===== config.mk =====
export PLATFORM = sky130hd
export DESIGN_NAME = nibble_serial_adder_ctrl
export DESIGN_NICKNAME = d
export VERILOG_FILES = /design/src/rtl/nibble_serial_adder_ctrl.sv
export SDC_FILE = /design/constraint.sdc
export NUM_CORES = 1
export LEC_CHECK = 0
export ABC_CLOCK_PERIOD_IN_PS = 2300
export CORE_MARGIN = 4
export CORE_UTILIZATION = 30
export DETAILED_ROUTE_END_ITERATION = 8
export PLACE_DENSITY = 0.61
export SYNTH_ARGS = -nofsm -noshare
export SYNTH_HDL_FRONTEND = slang
export SYNTH_HIERARCHICAL = 1
export SYNTH_SLANG_ARGS = --single-unit

===== constraint.sdc =====
create_clock -name clk -period 2.3 [get_ports clk]
set_input_delay 0.23 -clock clk [delete_from_list [all_inputs] [get_ports clk]]
set_output_delay 0.23 -clock clk [all_outputs]
set_load 0.05 [all_outputs]

===== src/rtl/nibble_serial_adder_ctrl.sv =====
// Serial WIDTH-bit adder/subtractor: one 4-bit carry-lookahead slice is reused
// once per nibble, LSB nibble first, with the inter-nibble carry held in a flop.

module nsa_cla4 (
    input  logic [3:0] a,
    input  logic [3:0] b,
    input  logic       ci,
    output logic [4:0] s
);
    logic [3:0] g;
    logic [3:0] p;
    logic [4:0] c;

    always_comb begin
        g    = a & b;
        p    = a ^ b;
        c[0] = ci;
        c[1] = g[0] | (p[0] & ci);
        c[2] = g[1] | (p[1] & g[0]) | (p[1] & p[0] & ci);
        c[3] = g[2] | (p[2] & g[1]) | (p[2] & p[1] & g[0]) | (p[2] & p[1] & p[0] & ci);
        c[4] = g[3] | (p[3] & g[2]) | (p[3] & p[2] & g[1]) | (p[3] & p[2] & p[1] & g[0])
             | (p[3] & p[2] & p[1] & p[0] & ci);
        s    = {c[4], p ^ c[3:0]};
    end
endmodule

module nibble_serial_adder_ctrl #(
    parameter int WIDTH = 24
) (
    input  logic             clk,
    input  logic             rst,
    input  logic             in_valid,
    output logic             in_ready,
    input  logic [WIDTH-1:0] a,
    input  logic [WIDTH-1:0] b,
    input  logic             cin,
    input  logic             sub,
    output logic             out_valid,
    input  logic             out_ready,
    output logic [WIDTH:0]   sum,
    output logic             busy
);
    localparam int NIB   = WIDTH / 4;
    localparam int IDX_W = (NIB > 1) ? $clog2(NIB) : 1;
    localparam logic [IDX_W-1:0] LAST_IDX = IDX_W'(NIB - 1);

    typedef enum logic [1:0] {
        S_IDLE = 2'd0,
        S_RUN  = 2'd1,
        S_DONE = 2'd2
    } state_t;

    state_t           state_q, state_d;
    logic [WIDTH-1:0] opa_q, opa_d;
    logic [WIDTH-1:0] opb_q, opb_d;
    logic             carry_q, carry_d;
    logic [IDX_W-1:0] idx_q, idx_d;
    logic [WIDTH:0]   result_q, result_d;

    logic [IDX_W+1:0] nib_lo;
    logic [3:0]       slice_a;
    logic [3:0]       slice_b;
    logic [4:0]       slice_sum;

    // Handshake flags decode state only, so they never see in_valid/out_ready.
    assign in_ready  = (state_q == S_IDLE);
    assign out_valid = (state_q == S_DONE);
    assign busy      = (state_q != S_IDLE);
    assign sum       = result_q;

    assign nib_lo  = {idx_q, 2'b00};
    assign slice_a = opa_q[nib_lo +: 4];
    assign slice_b = opb_q[nib_lo +: 4];

    nsa_cla4 u_cla4 (
        .a  (slice_a),
        .b  (slice_b),
        .ci (carry_q),
        .s  (slice_sum)
    );

    always_comb begin
        state_d  = state_q;
        opa_d    = opa_q;
        opb_d    = opb_q;
        carry_d  = carry_q;
        idx_d    = idx_q;
        result_d = result_q;
        case (state_q)
            S_IDLE: begin
                if (in_valid) begin
                    // Subtraction is A + ~B + 1; the +1 rides in on the carry.
                    opa_d    = a;
                    opb_d    = sub ? ~b : b;
                    carry_d  = sub ? 1'b1 : cin;
                    idx_d    = '0;
                    result_d = '0;
                    state_d  = S_RUN;
                end
            end
            S_RUN: begin
                result_d[nib_lo +: 4] = slice_sum[3:0];
                carry_d               = slice_sum[4];
                if (idx_q == LAST_IDX) begin
                    result_d[WIDTH] = slice_sum[4];
                    state_d         = S_DONE;
                end else begin
                    idx_d = idx_q + IDX_W'(1);
                end
            end
            S_DONE: begin
                if (out_ready) begin
                    state_d = S_IDLE;
                end
            end
            default: state_d = S_IDLE;
        endcase
    end

    always_ff @(posedge clk) begin
        if (rst) begin
            state_q  <= S_IDLE;
            opa_q    <= '0;
            opb_q    <= '0;
            carry_q  <= 1'b0;
            idx_q    <= '0;
            result_q <= '0;
        end else begin
            state_q  <= state_d;
            opa_q    <= opa_d;
            opb_q    <= opb_d;
            carry_q  <= carry_d;
            idx_q    <= idx_d;
            result_q <= result_d;
        end
    end
endmodule

==> impl_metrics.csv <==
group,metric,value,unit
status,outcome,"finished with violations",
status,violations,"negative setup slack",
timing,finalSetupTns,-1.08,ns
floorplan,io_pins,82,
global_route,grt-ovfl-total,0,
synthesis,synthFlopType,"dfxtp_1",
cells_and_area,final_common_cell,"clkdlybuf4s50_1",
critical_path,cp.arrival,2.62,ns
critical_path,cp-start-kind,"flop",
timing,holdWs,0.393,ns
cells_and_area,antenna_cells,0,
route,post_drt_via_cell_ratio,4.85,
synthesis,synth_fa_ha_area_share,3.36,%
pwr,power_density,653,nW/um^2
global_route,antenna_found_initial,0,
synthesis,synth_top_cell_by_area,"dfxtp_1",
synthesis,synth.yosys.seq_area_share,40.0,%
min_path,hp-start,"rst",
cells_and_area,instances_no_fill,707,
synthesis,syn_nets,499,
run,drv_cap,0,
critical_path,path_max_fanout,6,
global_route,grt_max_degree,75,
cells_and_area,layout_common_cells,"clkdlybuf4s50_1, dfxtp_1, nand2_1",
min_path,min_to,"sum[23]",
clocking,clkTransAtPathRegs,0.06,ns
critical_path,slowest_stage,"mux4_2",
clocking,cts_max_level,3,
placed_design,gp_congestion,0.824,
min_path,hold_path_class,"in2reg",
synthesis,postSynthCellCount,435,
critical_path,path_buf_inv,0,
synthesis,synth_compound_area_share,18.5,%
critical_path,worstPathRequired,2.49,ns
cells_and_area,postLayoutCellArea,5610,um^2
route,drt_first_pass_iters,4,
timing,min_period_over_period,106,%
placed_design,dp_cells,684,
timing,fmax,412,MHz
critical_path,end_kind,"flop",
timing,final-max-slew-violation-count,0,
synthesis,async_flop_share,0,%
global_route,grt_pass1_vias,3444,
critical_path,timing.rr.end,"sum[24]",
placed_design,dp_hpwl,7490,um
synthesis,netlist_area,3950,um^2
route,via_count,3429,
route,routed_wl,10300,um
synthesis,ys_ff_latch,79,
critical_path,timing.rr.start,"idx_q[0]",
timing,finalSetupViolations,15,
route,first_iter_violations,228,
cells_and_area,layout-drive-gt1-share,21.3,%
critical_path,rrSetupSlack,-0.13,ns
floorplan,die_x,123,um
timing,final_hold_viol_count,0,
cells_and_area,syn_to_final_growth,42.1,%
clocking,cts_tree,"yes",
clocking,clk_path_buf_depth,2,
critical_path,critPathTopFamily,"compound AO/OA/AOI/OAI gates",
cells_and_area,fillCellCount,1210,
synthesis,yosysTopAreaCellShare,40.0,%
timing,fin_crit,2.43,ns
floorplan,dieArea,15100,um^2
timing,layout_setup_ws,-0.130,ns
synthesis,synth_edf_count,0,
synthesis,synth.mux.area_fraction,9.50,%
critical_path,cpPeakStageDelay,0.53,ns
global_route,grt_first_pass_wirelength,16500,um
floorplan,initial_core_util,30.9,%
clocking,insertion_delay,0.33,ns
critical_path,path_cells,"mux4_2, nand2_2, o21ai_2, ha_1, a21o_1, a31o_1, a21o_1, a32oi_1, o221ai_1",
route,ant_nets,0,
cells_and_area,nets,595,
timing,max-slew-margin-rel,58.2,%
floorplan,die_h,123,um
clocking,cts_buffers,9,
floorplan,num_rows,41,
critical_path,reg2reg_depth,9,
synthesis,ys_types,47,
floorplan,core-area,12800,um^2
synthesis,avgSynthCellArea,9.08,um^2
timing,max_slew.worst_pin.slew,0.623,ns
synthesis,synth-xor-area-share,5.99,%
synthesis,synth_top_family_by_area,"compound AO/OA/AOI/OAI gates",
global_route,track_usage,13.7,%
placed_design,placed_area,5030,um^2
route,drt-wirelength-per-cell,14.6,um
pwr,vdd_drop_max,0.000366,V
timing,fin_worst_skew,0.00863,ns
clocking,cts.root.buffer_cell,"clkbuf_16",
route,drc,0,
min_path,hold_path_depth,3,
pwr,power_leakage,0.00204,uW
timing,rsz0062_at_grt,"true",
clocking,cts.sinks,79,
synthesis,yosysWarnings,6,
placed_design,numPortBuffers,81,
critical_path,crit_top_cell,"a21o_1",
critical_path,crit_type,"reg2reg",
synthesis,synth_area_leaders,"dfxtp_1, mux2i_1, nand2_1, xnor2_1, a21oi_1",
synthesis,yosys.area_share.simple,16.9,%
## repair_timing
item / CTS / global route
hold buffers: 0 / 0
resized for setup: 12 / 36
setup endpoints to repair: 17 / 26
buffers inserted: 2 / 8
pin swaps: 8 / 14
## synthesized netlist by cell type, drive strengths merged (2+ instances only)
| master | instances |
|---|---|
| a211oi | 24 |
| a21o | 3 |
| a21oi | 43 |
| a2bb2oi | 4 |
| a31o | 2 |
| and2 | 2 |
| and3b | 3 |
| buf | 27 |
| clkbuf | 9 |
| clkinv | 2 |
| dfxtp | 79 |
| ha | 9 |
| inv | 3 |
| mux2 | 4 |
| mux2i | 24 |
| mux4 | 4 |
| nand2 | 60 |
| nand2b | 2 |
| nand3 | 27 |
| nand3b | 2 |
| nand4 | 3 |
| nor2 | 28 |
| nor2b | 2 |
| nor3b | 5 |
| o211ai | 14 |
| o21ai | 11 |
| or3b | 3 |
| xnor2 | 25 |
| xor2 | 2 |
## cell families after synthesis
logic type | Yosys count
AOI/OAI and AO/OA | 106
xor gates and xnor gates | 27
adders and majority gates | 10
buffers and inverters | 41
DFF | 79
muxes | 32
and+or+nand+nor | 140
## report_power, final
group,total [uW],switching (uW),leakage [uW],internal (uW)
combinational,725,370,0.00125,354
clock,1460,560,0.000144,897
sequential,1490,44.8,0.000648,1440
total,3670,975,0.00204,2690
## through the flow
step | utilization, % | power [uW] | worst slack [ns]
floorplan | - | 1910 | -0.0453
global placement | 39.4 | 2140 | -0.0374
detailed placement | 39.4 | 2160 | -0.141
CTS | 42.2 | 3620 | -0.158
global route | 44.0 | 3820 | -0.251
finish | 44.0 | 3670 | -0.130
## worst min-delay path: stages
cell and delay (ns):
buf_2 0.11, buf_4 0.29, a21oi_2 0.04
## state kept, by name, indices dropped and copies added (netlist names)
name     flops
opb_q       24
carry_q      1
state_q      2
sum         25
idx_q        3
opa_q       24
## cell type report
class,count,area [um^2],share of cell area [%]
inverter,5,18.8,0.334
sequential,79,1590,28.3
timing repair buffer,121,1160,20.6
tap,172,215,3.83
clock buffer,11,253,4.50
multi-input combinational,315,2330,41.5
clock inverter,4,53.8,0.958
## layer usage
metal  GRT usage (%)  wire length (um)  vias up
met5               0                 0        -
met4            4.90               164        0
met3            3.00               514       15
met2            21.6              4800       77
met1            18.4              4850     1602
li1                -                 -     1735
## how the worst max path moves through the flow
stage | from | end | slack (ns) | cells after the start
6_report | idx_q[0] | sum[24] | -0.13 | 9
5_1_grt | idx_q[0] | sum[24] | -0.25 | 9
4_1_cts | idx_q[0] | sum[24] | -0.16 | 9
3_5_place_dp | idx_q[0] | sum[24] | -0.14 | 9
3_3_place_gp | idx_q[0] | carry_q | -0.04 | 10
2_1_floorplan | idx_q[0] | sum[24] | -0.05 | 11
No activity file was read; power rests on OpenSTA's default activity.
